===== src/rtl/ram_access_arbiter.sv =====
// Two-port (fetch / load-store) sequencer for a level-sensitive 512x32 RAM.
// Round-robin arbitration, registered strobes/address/data, one-cycle acks.
module ram_access_arbiter #(
    parameter int unsigned ADDR_W   = 9,
    parameter int unsigned DATA_W   = 32,
    parameter int unsigned WAIT_CYC = 1
) (
    input  logic              clock,
    input  logic              clear,
    input  logic              i_req,
    input  logic [ADDR_W-1:0] i_addr,
    output logic              i_ack,
    output logic [DATA_W-1:0] i_rdata,
    input  logic              d_req,
    input  logic              d_we,
    input  logic [ADDR_W-1:0] d_addr,
    input  logic [DATA_W-1:0] d_wdata,
    output logic              d_ack,
    output logic [DATA_W-1:0] d_rdata,
    output logic              ram_read,
    output logic              ram_write,
    output logic [ADDR_W-1:0] ram_address,
    output logic [DATA_W-1:0] ram_wdata,
    input  logic [DATA_W-1:0] ram_rdata,
    output logic              busy
);

    localparam int unsigned CNT_W = (WAIT_CYC > 1) ? $clog2(WAIT_CYC) : 1;

    typedef enum logic [1:0] {
        ST_IDLE,
        ST_ACCESS,
        ST_ACK
    } state_t;

    state_t             state_q, state_d;
    logic [CNT_W-1:0]   cnt_q, cnt_d;
    logic               we_q, we_d;
    logic               sel_d_q, sel_d_d;
    logic               last_d_q, last_d_d;
    logic               grant_d;
    logic               i_ack_q, i_ack_d;
    logic               d_ack_q, d_ack_d;
    logic [DATA_W-1:0]  i_rdata_q, i_rdata_d;
    logic [DATA_W-1:0]  d_rdata_q, d_rdata_d;
    logic               ram_read_q, ram_read_d;
    logic               ram_write_q, ram_write_d;
    logic [ADDR_W-1:0]  ram_address_q, ram_address_d;
    logic [DATA_W-1:0]  ram_wdata_q, ram_wdata_d;
    logic               busy_q, busy_d;

    // D wins only when alone or when I had the previous grant.
    assign grant_d = d_req && (!i_req || !last_d_q);

    always_comb begin
        state_d       = state_q;
        cnt_d         = cnt_q;
        we_d          = we_q;
        sel_d_d       = sel_d_q;
        last_d_d      = last_d_q;
        i_ack_d       = 1'b0;
        d_ack_d       = 1'b0;
        i_rdata_d     = i_rdata_q;
        d_rdata_d     = d_rdata_q;
        ram_read_d    = ram_read_q;
        ram_write_d   = ram_write_q;
        ram_address_d = ram_address_q;
        ram_wdata_d   = ram_wdata_q;
        busy_d        = busy_q;

        unique case (state_q)
            ST_IDLE: begin
                if (i_req || d_req) begin
                    sel_d_d       = grant_d;
                    last_d_d      = grant_d;
                    we_d          = grant_d && d_we;
                    ram_address_d = grant_d ? d_addr : i_addr;
                    if (grant_d && d_we) begin
                        ram_wdata_d = d_wdata;
                    end
                    ram_read_d    = !(grant_d && d_we);
                    ram_write_d   = grant_d && d_we;
                    cnt_d         = CNT_W'(WAIT_CYC - 1);
                    busy_d        = 1'b1;
                    state_d       = ST_ACCESS;
                end
            end
            ST_ACCESS: begin
                if (cnt_q == '0) begin
                    if (!we_q) begin
                        if (sel_d_q) begin
                            d_rdata_d = ram_rdata;
                        end else begin
                            i_rdata_d = ram_rdata;
                        end
                    end
                    ram_read_d  = 1'b0;
                    ram_write_d = 1'b0;
                    d_ack_d     = sel_d_q;
                    i_ack_d     = !sel_d_q;
                    state_d     = ST_ACK;
                end else begin
                    cnt_d = cnt_q - 1'b1;
                end
            end
            ST_ACK: begin
                busy_d  = 1'b0;
                state_d = ST_IDLE;
            end
            default: begin
                ram_read_d  = 1'b0;
                ram_write_d = 1'b0;
                busy_d      = 1'b0;
                state_d     = ST_IDLE;
            end
        endcase
    end

    always_ff @(posedge clock) begin
        if (!clear) begin
            state_q       <= ST_IDLE;
            cnt_q         <= '0;
            we_q          <= 1'b0;
            sel_d_q       <= 1'b0;
            last_d_q      <= 1'b1;
            i_ack_q       <= 1'b0;
            d_ack_q       <= 1'b0;
            i_rdata_q     <= '0;
            d_rdata_q     <= '0;
            ram_read_q    <= 1'b0;
            ram_write_q   <= 1'b0;
            ram_address_q <= '0;
            ram_wdata_q   <= '0;
            busy_q        <= 1'b0;
        end else begin
            state_q       <= state_d;
            cnt_q         <= cnt_d;
            we_q          <= we_d;
            sel_d_q       <= sel_d_d;
            last_d_q      <= last_d_d;
            i_ack_q       <= i_ack_d;
            d_ack_q       <= d_ack_d;
            i_rdata_q     <= i_rdata_d;
            d_rdata_q     <= d_rdata_d;
            ram_read_q    <= ram_read_d;
            ram_write_q   <= ram_write_d;
            ram_address_q <= ram_address_d;
            ram_wdata_q   <= ram_wdata_d;
            busy_q        <= busy_d;
        end
    end

    assign i_ack       = i_ack_q;
    assign d_ack       = d_ack_q;
    assign i_rdata     = i_rdata_q;
    assign d_rdata     = d_rdata_q;
    assign ram_read    = ram_read_q;
    assign ram_write   = ram_write_q;
    assign ram_address = ram_address_q;
    assign ram_wdata   = ram_wdata_q;
    assign busy        = busy_q;

endmodule


===== config.mk =====
export PLATFORM = sky130hd
export DESIGN_NAME = ram_access_arbiter
export DESIGN_NICKNAME = d
export VERILOG_FILES = /design/src/rtl/ram_access_arbiter.sv
export SDC_FILE = /design/constraint.sdc
export NUM_CORES = 1
export LEC_CHECK = 0
export ABC_AREA = 0
export CAP_MARGIN = 20
export CORE_AREA = 5 5 111 113
export CTS_CLUSTER_DIAMETER = 120
export DETAILED_ROUTE_END_ITERATION = 7
export DIE_AREA = 0 0 116 118
export PLACE_DENSITY = 0.87
export SLEW_MARGIN = 20
export SYNTH_ARGS = -nofsm -noshare
export SYNTH_HDL_FRONTEND = slang
export SYNTH_SLANG_ARGS = --single-unit

===== constraint.sdc =====
create_clock -name clock -period 1.7 [get_ports clock]
set_input_delay 0.34 -clock clock [delete_from_list [all_inputs] [get_ports clock]]
set_output_delay 0.34 -clock clock [all_outputs]
set_load 0.05 [all_outputs]

== Word level (Yosys, flattened, before mapping) ==
Index checks and enable logic that the tools add are counted.
Storage, ports and cells
  logic and storage cells: 58
  output and inout port bits: 110
  input bits: 87
  bits in writable memories: 0
  memory bits (read-only): 0
  register bits: 116
  bits in latches: 0
  memories: 0
Cells by class
  magnitude comparators: 0
  mux-type cells: 14
  reductions and logical operators: 19
  shifts and indexed selects: 0
  multiply operators: 0
  bitwise operators: 6
  divide/modulo/power cells: 0
  equality and inequality tests: 4
  $add $sub $neg: 1
Operators with widths (number)
  $mux W9: 1
  $reduce_and A2 Y1: 4
  $reduce_and A4 Y1: 2
  $mux W1: 6
  $not A1 Y1: 6
  $pmux W1 S3: 2
  $reduce_and A3 Y1: 2
  $logic_not A1 Y1: 4
  $mux W2: 2
  $ne A2 B2 Y1 const B: 2
  $pmux W1 S2: 2
  $pmux W2 S2: 1
  $reduce_or A3 Y1: 1
  $eq A2 B1 Y1 const B: 1
  $eq A2 B2 Y1 const B: 1
  $logic_and A1 B1 Y1: 2
  $logic_not A2 Y1: 1
  $logic_or A1 B1 Y1: 2
  $reduce_bool A2 Y1: 1
  $sub A1 B1 Y1 const B: 1

== Longest topological paths before layout ==
Gate-level depths: netlist of the first run.
  depth in word-level cells: 7
  gate-level depth with buffers: 5
  gate-level depth less buffers: 3

== Least setup slack after synthesis of the first run ==
OpenSTA, ideal clock, no wires.
  path type: reg-to-reg
  from: register state_q[0]
  to: register i_rdata_q[1] (netlist: i_rdata[1])
  period minus slack after synthesis: 1.370 ns
  required time: 1.584 ns
  library setup time: 0.116 ns
  path buffers: 2
  arrival time: 1.254 ns
  stages on the path, launching flop included: 6
  slack: 0.330 ns
  cells stage by stage: dfxtp_1 -> or4b_1 -> buf_6 -> buf_6 -> nand3_1 -> o21ai_2
Between the ends
  longest elaborated chain between the ends: 2
Ends and longest elaborated chain
  from (decl): RTL line 36  | state_t state_q, state_d;
  from (signal assigned): RTL line 136  | state_q <= state_d;
  $eq A2 B1 Y1: RTL line 71  | unique case (state_q)
  $reduce_and A4 Y1 (no line)
  to (signal assigned): RTL line 143  | i_rdata_q <= i_rdata_d;
  to (decl): RTL line 44  | logic [DATA_W-1:0] i_rdata_q, i_rdata_d;
Every way passes these cells.
A chain may end at the register's enable or synchronous reset.

== Final worst setup path of the first run ==
  from: register state_q[0]
  to: register i_rdata_q[24] (netlist: i_rdata[24])
The elaborated chain is that of the path after synthesis.

==> out/summary.log, run 1 <==
INFO  cts            cts_hold_repair.buffers=0
INFO  sta            worst_pin_slew=0.370ns
INFO  critical_path  end_kind=register
INFO  placed_design  placedInstanceArea=6340um^2
INFO  sta            hold_ws=0.205ns
INFO  layout         area_growth=52.7%
INFO  placed_design  buffer_ports.inserted=196
INFO  routing        drt_drc_violations_left=0
INFO  cts            clock_root_buffer=clkbuf_16
INFO  global_route   groute.usage.overall=0.174
INFO  global_route   grt_first_pass_wirelength=19100um
INFO  layout         final_net_count=785
INFO  cts            htreeDepth=4
INFO  critical_path  max_fo_critical_path=64
INFO  hold_path      timing.hold.worst.class=input port to register
INFO  synth          warnings_synthesis=0
INFO  synth          seq_area_frac_synth=0.505
INFO  floorplanning  effective_utilization_at_floorplan=0.407
INFO  routing        route.antenna.remaining_nets=0
INFO  routing        post_drt_via_cell_ratio=4.89
INFO  flow_run       max-cap-violations=0
INFO  power_and_ir_drop static-leakage-power=2.87nW
INFO  synth          synth.cell_area=4560um^2
INFO  sta            max-slew-margin-rel=0.754
INFO  cts            ctsLongestPathBuffers=2
INFO  power_and_ir_drop power_density=1150nW/um^2
INFO  global_route   first_global_vias=3986
INFO  sta            hold_viol_final=0
INFO  synth          synth-compound-area-share=0.143
INFO  synth          synthesis.area_per_instance=8.88um^2
INFO  synth          postSynthRegisterBits=115
INFO  power_and_ir_drop maximum_vdd_ir_drop=0.000564V
INFO  routing        route.vias.total=4175
INFO  sta            setup_viol=0
INFO  routing        totalWireLength=12000um
INFO  cts            postCtsResizedCells=0
INFO  sta            fmax=0.640GHz
INFO  synth          synthesized_area_fraction_occupied_by_xor_and_xnor_cells=0
INFO  floorplanning  die_x=116um
INFO  layout         final_cell_mix=nand2_1 (148), buf_4 (118), dfxtp_1 (115)
INFO  critical_path  worst_ep_arrival_time=1.84ns
INFO  synth          synthSimpleGateAreaFrac=0.225
INFO  floorplanning  placeableCoreArea=11200um^2
INFO  synth          asyncSetResetFlopFracSynth=0
INFO  sta            min_period_over_period=0.920
INFO  synth          yosys.cell_types.count=34
INFO  cts            tritoncts.num_buffers=17
INFO  sta            finalMaxSlewViolations=0
INFO  synth          synthAdderAreaFrac=0
INFO  layout         final_common_cell=nand2_1
INFO  critical_path  critPathRequiredTime=1.97ns
INFO  sta            final.setup.tns=0ns
INFO  floorplanning  std_cell_rows=39
INFO  synth          synthesis.instances=514
INFO  layout         postLayoutCellArea=6970um^2
INFO  placed_design  dp_slack=-0.0923ns
INFO  routing        detail_route.iter0.violations=239
INFO  synth          combinational_family_with_the_most_area_after_synthesis=simple AND/OR/NAND/NOR gates
INFO  critical_path  reg2reg_slack=0.14ns
INFO  sta            setup_slack=0.136ns
INFO  floorplanning  die_height=118um
INFO  routing        detail_route.wl_per_cell=14.1um
INFO  cts            cts_tree=yes
INFO  critical_path  crit_type=register to register
INFO  layout         antenna_cells_inserted=0
INFO  synth          synth-main-ff-cell=dfxtp_1
INFO  run_status     outcome=completed
INFO  synth          synth_enable_flop_cells=0
INFO  cts            clock_sinks=115
INFO  placed_design  place.gp.congestion=0.790
INFO  routing        drt_pass1_iterations=4
INFO  sta            grt_setup_unrepaired=false
INFO  cts            post_cts_setup_buffers=0
INFO  synth          synth.net_count=601
INFO  sta            fin_crit=1.56ns
INFO  global_route   overflow=0
INFO  layout         drive_gt1_frac=0.282
INFO  cts            clkSlewWorstSetupHoldPaths=0.05ns
INFO  floorplanning  die-area=13700um^2
INFO  floorplanning  num_io_pins=197
INFO  placed_design  dp_hpwl=8740um
INFO  sta            clock_skew=0.00643ns
INFO  critical_path  worstSetupStartpointType=register
INFO  global_route   antenna_found_initial=0
INFO  global_route   grt_start_max_net_pins=84
INFO  cts            insertion_delay=0.40ns
INFO  synth          muxShareOfSynthArea=0.0702
## cell usage after synthesis (all sizes together), types with 2 or more instances
library cell  count  area (um^2)
and2              3         18.8
o21ai            65          445
nand2           148          556
dfxtp           115         2300
a21boi            2         15.0
clkbuf           18         67.6
a21oi            11         55.1
o21a              4         30.0
buf              26          186
nor3              2         10.0
a311oi            9         78.8
nand3            64          365
mux2i            32          320
## cells by family after synthesis
kind of cell / Yosys count
AND/OR/NAND/NOR: 227
AO/OA/AOI/OAI: 94
multiplexers: 32
buffers and inverters: 46
flip-flops: 115
## metrics by stage
step	cells	util	power, W
2_1_floorplan	514	-	0.00382
3_3_place_gp	822	0.565	0.00430
3_5_place_dp	822	0.565	0.00433
4_1_cts	853	0.621	0.00809
5_1_grt	853	0.621	0.00832
6_report	853	0.621	0.00798
## power breakdown
part	total [W]	leakage, nW	internal [W]	switching [W]
clock	0.00372	0.305	0.00255	0.00117
sequential	0.00292	0.936	0.00284	0.0000829
combinational	0.00134	1.63	0.000507	0.000835
## state kept, by name, indices dropped and copies added (netlist names), 2 cells and up
name,count
ram_address,9
d_rdata,32
i_rdata,32
state_q,2
ram_wdata,32
## critical path, cell delays in order, from the launching register on
cell and delay (ns):
dfxtp_1 0.46, or4b_4 0.51, buf_12 0.23, nand3_1 0.14, o21ai_2 0.06
## cell type report
| class | count | area, um^2 |
|---|---|---|
| flip-flops and latches | 115 | 2300 |
| multi-input cells | 353 | 2000 |
| clock buffers | 21 | 470 |
| repair buffers | 209 | 1850 |
| well taps | 143 | 179 |
| clock inverters | 10 | 155 |
| fillers | 958 | 4260 |
| inverters | 2 | 7.51 |
## final timing paths
kind / from / end / cells after the start
worst max-delay path: state_q[0] / i_rdata[24] / 4
worst min-delay path: clear / busy / 2
worst max register to register: state_q[0] / i_rdata[24] / 4
worst min register to register: i_rdata[16] / i_rdata[16] / 2
## per-layer routing
metal / vias up / track usage / part of all wire
li1: 2119 / - / -
met1: 1873 / 0.203 / 0.41
met2: 162 / 0.287 / 0.48
met3: 21 / 0.0612 / 0.091
met4: 0 / 0.0703 / 0.018
met5: - / 0 / 0
Power figures use the tool's default switching activity.
==> inputs of run 2 (changes only) <==
--- a/config.mk
+++ b/config.mk
@@ -7,11 +7,11 @@
 export LEC_CHECK = 0
 export ABC_AREA = 0
 export CAP_MARGIN = 20
-export CORE_AREA = 5 5 111 113
+export CORE_AREA = 2 2 103 105
 export CTS_CLUSTER_DIAMETER = 120
 export DETAILED_ROUTE_END_ITERATION = 7
-export DIE_AREA = 0 0 116 118
-export PLACE_DENSITY = 0.87
+export DIE_AREA = 0 0 105 107
+export PLACE_DENSITY = 0.94
 export SLEW_MARGIN = 20
 export SYNTH_ARGS = -nofsm -noshare
 export SYNTH_HDL_FRONTEND = slang
==> constraint.sdc (replaced) <==
create_clock -name clock -period 1.9 [get_ports clock]
set_input_delay 0.38 -clock clock [delete_from_list [all_inputs] [get_ports clock]]
set_output_delay 0.38 -clock clock [all_outputs]
set_load 0.05 [all_outputs]
==> run 2 against run 1 <==
Net effect: register-to-register slack improved by 0.18 ns; clock power decreased by 8.1%; clock-buffer cell count increased by 2; critical path depth decreased by 3; global-route usage increased by 5.8 points; worst setup slack got worse by 0.022 ns; first-iteration DRC count increased by 24%; core utilization increased by 8.3 points; final area increased by 2.0%; non-clock buffer count increased by 1; final cell count decreased by 0.59%; critical endpoint is now i_rdata[22]; largest cell class unchanged; largest power group unchanged; highest routed layer unchanged.
==> out/summary.log, run 2 (same netlist as run 1, synthesis figures left out) <==
INFO  run_status     outcome=completed
INFO  critical_path  crit_type=register to output pin
INFO  critical_path  reg2reg_slack=0.32ns
INFO  global_route   antenna_found_initial=0
INFO  power_and_ir_drop static-leakage-power=3.12nW
INFO  cts            post_cts_setup_buffers=0
INFO  routing        drt_drc_violations_left=0
INFO  cts            clkSlewWorstSetupHoldPaths=0.06ns
INFO  sta            fin_crit=1.79ns
INFO  placed_design  place.gp.congestion=0.767
INFO  routing        route.antenna.remaining_nets=0
INFO  cts            cts_hold_repair.buffers=0
INFO  routing        detail_route.iter0.violations=297
INFO  cts            clock_sinks=115
INFO  critical_path  worstSetupStartpointType=register
INFO  sta            worst_pin_slew=0.535ns
INFO  critical_path  worstReg2RegStart=sel_d_q
INFO  layout         antenna_cells_inserted=0
INFO  sta            finalMaxSlewViolations=0
INFO  floorplanning  effective_utilization_at_floorplan=0.452
INFO  sta            clock_skew=0.0135ns
INFO  critical_path  end_kind=output pin
INFO  power_and_ir_drop gate_power_share=0.165
INFO  critical_path  worst_r2r_endpoint=i_rdata[0]
INFO  power_and_ir_drop power_frac_seq=0.361
INFO  sta            setup_viol=0
INFO  global_route   groute.usage.overall=0.232
INFO  flow_run       max-cap-violations=0
INFO  sta            min_period_over_period=0.940
INFO  floorplanning  die_x=105um
INFO  critical_path  critical_path.n_buffers_inverters=1
INFO  critical_path  worst_ep_arrival_time=1.41ns
INFO  critical_path  critPathRequiredTime=1.52ns
INFO  cts            tritoncts.num_buffers=17
INFO  layout         final_cell_mix=nand2_1 (148), dfxtp_1 (115), dlygate4sd2_1 (99)
INFO  placed_design  dp_hpwl=8890um
INFO  layout         nFillCells=805
INFO  cts            insertion_delay=0.51ns
INFO  power_and_ir_drop maximum_vdd_ir_drop=0.000428V
INFO  critical_path  worst_setup_path_endpoint=i_rdata[22]
INFO  power_and_ir_drop p_clk_frac=0.474
INFO  sta            hold_viol_final=0
INFO  power_and_ir_drop internal-power=0.00532W
INFO  global_route   grt_first_pass_wirelength=20700um
INFO  power_and_ir_drop netSwitchingPower=0.00189W
INFO  critical_path  critical_path_depth=1
INFO  layout         final_common_cell=nand2_1
INFO  layout         area_growth=55.7%
INFO  sta            final.setup.tns=0ns
INFO  layout         drive_gt1_frac=0.142
INFO  sta            fmax=0.560GHz
INFO  floorplanning  die-area=11200um^2
INFO  routing        totalWireLength=12900um
INFO  cts            cts_tree=yes
INFO  global_route   grt_start_max_net_pins=83
INFO  placed_design  buffer_ports.inserted=196
INFO  sta            grt_setup_unrepaired=false
INFO  cts            ctsLongestPathBuffers=2
INFO  global_route   first_global_vias=4294
INFO  sta            max-slew-margin-rel=0.644
INFO  global_route   overflow=0
INFO  hold_path      timing.hold.worst.class=input port to register
INFO  cts            clock_root_buffer=clkbuf_8
INFO  floorplanning  std_cell_rows=37
INFO  routing        detail_route.wl_per_cell=15.2um
INFO  critical_path  launching_instance_or_port_of_the_critical_path=i_rdata[22]
INFO  floorplanning  placeableCoreArea=10100um^2
INFO  critical_path  depth_of_the_worst_register_to_register_path=4
INFO  power_and_ir_drop power_density=1020nW/um^2
INFO  routing        post_drt_via_cell_ratio=5.12
INFO  critical_path  max_fo_critical_path=2
INFO  layout         layout.core_utilization=0.704
INFO  critical_path  critical-path-slowest-cell=dlygate4sd2_1
INFO  floorplanning  die_height=107um
INFO  cts            htreeDepth=4
INFO  routing        route.vias.total=4342
INFO  power_and_ir_drop switching_share=0.262
INFO  critical_path  maximum_cell_stage_delay_along_the_critical_path=0.56ns
INFO  critical_path  path_cells=dlygate4sd2_1
INFO  critical_path  path_delay_family=buffers and inverters
INFO  floorplanning  num_io_pins=197
INFO  routing        drt_pass1_iterations=5
INFO  layout         final_net_count=786
[run 2: cell types whose count changed in the layout (fill, tap and decap cells not counted), sizes merged]
cell / previous run / this run
clkbuf: 21 / 23
buf: 124 / 26
clkinv: 5 / 3
bufinv: 4 / 5
dlygate4sd2: 0 / 99
[run 2: metrics by stage]
step | hold WS (ns) | setup slack, ns | std cells | total power, W | area, um^2
after floorplan | 0.460 | 0.530 | 514 | 0.00342 | 4560
after global placement | 0.441 | 0.144 | 816 | 0.00388 | 6590
after detailed placement | 0.447 | 0.0463 | 816 | 0.00391 | 6590
after CTS | 0.189 | 0.0836 | 848 | 0.00727 | 7110
after global routing | 0.201 | 0.0476 | 848 | 0.00747 | 7110
final | 0.211 | 0.114 | 848 | 0.00721 | 7110
[run 2: area by class of cell]
class                      instances  area, um^2  area share
clock buffer                      23         467      0.0657
clock inverter                     9         175      0.0247
inverter                           2        7.51     0.00106
multi-input combinational        353        2000       0.282
sequential                       115        2300       0.324
tap                              136         170      0.0239
timing repair buffer             210        1980       0.279
[run 2: what timing repair did]
item	4_1_cts	5_1_grt
gates resized for setup	99	0
hold endpoints to repair	0	0
setup endpoints to repair	99	0
[run 2: worst reg2reg max path: stages, from the launching register on]
cell,delay (ns)
dfxtp_1,0.33
or4b_4,0.68
buf_4,0.25
nand3_1,0.14
o21ai_2,0.07
[run 2: metal layers]
layer	global-route usage	vias up	routed length, um
li1	-	2120	-
met1	0.262	2028	5330
met2	0.411	175	6600
met3	0.0632	19	740
met4	0.0971	0	214
met5	0	-	0
[run 2: how the worst min path moves through the flow]
stage,from,to,slack (ns),cells past startpoint
final,clear,busy,0.21,2
after global routing,clear,sel_d_q,0.20,2
after CTS,clear,busy,0.19,2
after detailed placement,i_rdata[20],i_rdata[20],0.45,2
after global placement,ram_wdata[11],ram_wdata[11],0.44,2
after floorplan,sel_d_q,d_ack,0.46,1
[run 2: power groups by stage]
stage / sequential, W / combinational [W] / clock [W]
floorplan: 0.00304 / 0.000375 / 0
global placement: 0.00265 / 0.00123 / 0
detailed placement: 0.00265 / 0.00126 / 0
CTS: 0.00260 / 0.00119 / 0.00347
global route: 0.00262 / 0.00126 / 0.00360
finish: 0.00260 / 0.00119 / 0.00342
==> edit, RTL diff (config.mk and constraints of run 1) <==
The parameter `DATA_W` goes from 32 to 16.
--- a/src/rtl/ram_access_arbiter.sv
+++ b/src/rtl/ram_access_arbiter.sv
@@ -4,3 +4,3 @@
     parameter int unsigned ADDR_W   = 9,
-    parameter int unsigned DATA_W   = 32,
+    parameter int unsigned DATA_W   = 16,
     parameter int unsigned WAIT_CYC = 1
Interface: changed (5 resized); port bits go from 197 to 117. The function was not compared with the original's and may differ.
==> edit against run 1 <==
Wire length down 38%. Sequential cell count fell by 48. Cell area decreased by 41%. Global-route usage shrank 6.5 points. Synthesized area decreased by 42%. Non-clock buffer count down 81. Sequential share of layout area fell by 0.28 points. Synthesized cell count down 41%. Worst setup slack better by 0.035 ns. Power decreased by 45%. Clock skew rose by 0.00057 ns. Critical path type unchanged.
==> edit: results <==
[placement]
io_buffers = 116
dpl_cell_area_um2 = 3800
placed_cells = 549
gp_congestion = 0.748
pre_cts_ws_ns = -0.165
dpl.hpwl_mm = 5.83

[power_and_ir_drop]
p_comb_share_pct = 19.5
clkPwrFrac_pct = 41.3
p_int_mw = 3.11
power_mw = 4.37
p_leak_nw = 1.66
ir_worst_vdd_mv = 0.505

[synthesis]
ys_top_cells_by_area = dfxtp_1, nand2_1, mux2i_1
postSynthCellCount = 302
seq_area_frac_synth_pct = 50.8
syn_nets = 357
synth_area_leader_cell = dfxtp_1
synthMuxAreaShare_pct = 6.06
synth_compound_area_share_pct = 15.8
synth_common_cells = nand2_1, dfxtp_1, nand3_1, o21ai_0, mux2i_1
synth_cell_types = 33

[global_routing]
busiest_layer = met2
gr-usage-met3_pct = 4.01
use_met2_pct = 17.1
grt_usage_pct = 10.9
grt_start_max_net_pins = 65
grt_util_met1_pct = 12.8
grt_pass1_vias = 2374
grt_pass1_wl_mm = 11.8

[status]
status = complete, no violations

[setup_path]
r2r_end = i_rdata[3]$_SDFFE_PN0P_
critical_path.max_stage_delay_ns = 0.47
timing.rr.start = state_q[0]$_SDFFE_PN0P_
crit_fanout = 32
crit_arrival_ns = 1.74
cp_slowest_cell = or4b_1
r2r_setup_slack_ns = 0.17

[worst_hold_path]
holdPathEnd = last_d_q$_SDFFE_PN1P_
min-delay-start = clear

[clock_network]
cts_resized = 0
cts_buffers = 9
cts_htree_levels = 3
clock_latency_ns = 0.33
clockBufferDepth = 2

[detailed_routing]
viasPerCell = 4.53
postRouteAntennaNets = 0
drt-initial-drc-count = 136
drt_first_pass_iters = 4
wl_mm = 7.47

[final_layout]
drive_gt1_share_pct = 24.7
fillCellCount = 1123
final_nets = 472
stdcell_count = 564

[timing]
finClkSkew_ns = 0.00700
period_minus_slack_ns = 1.53
worstMarginPinSlew_ns = 0.385
==> edit: worst max-delay path: cells and delay by family (launching register included) <==
family,cells,cell delay [ns]
AND/OR/NAND/NOR,2,0.62
flip-flops,1,0.45
buffers and inverters,1,0.27
AO/OA/AOI/OAI,1,0.06
==> edit: layer usage <==
metal / share of wire (%) / routed length [µm]
met5: 0 / 0
met4: 2.3 / 174
met3: 8.9 / 664
met2: 47 / 3540
met1: 41 / 3090
==> edit: area by class of cell <==
class	instances	area (µm²)	share of cell area [%]
flip-flops and latches	67	1340	32.8
multi-input cells	209	1160	28.3
repair buffers	128	1120	27.3
clock buffers	9	225	5.50
well taps	143	179	4.37
clock inverters	6	66.3	1.62
inverters	2	7.51	0.183
==> edit: kinds of logic after synthesis <==
kind of cell,Yosys count
AND/OR/NAND/NOR,131
AO/OA/AOI/OAI,62
multiplexers,16
flip-flops,67
buffers and inverters,26
==> edit: stage by stage <==
stage	utilization [%]	hold slack, ns
final	36.5	0.345
after global routing	36.5	0.381
after CTS	36.5	0.344
after detailed placement	33.9	0.450
after global placement	33.9	0.444
after floorplan	-	0.460
==> edit: worst max-delay path by stage <==
stage                                        from                          end  cells past startpoint
after global placement                      d_req            busy$_SDFFE_PN0P_                      4
after global routing      state_q[0]$_SDFFE_PN0P_      i_rdata[9]$_SDFFE_PN0P_                      4
after CTS                 state_q[0]$_SDFFE_PN0P_      i_rdata[8]$_SDFFE_PN0P_                      4
after detailed placement                    d_req  ram_address[6]$_SDFFE_PN0P_                      4
after floorplan           state_q[0]$_SDFFE_PN0P_      i_rdata[1]$_SDFFE_PN0P_                      5
final                     state_q[0]$_SDFFE_PN0P_      i_rdata[3]$_SDFFE_PN0P_                      4
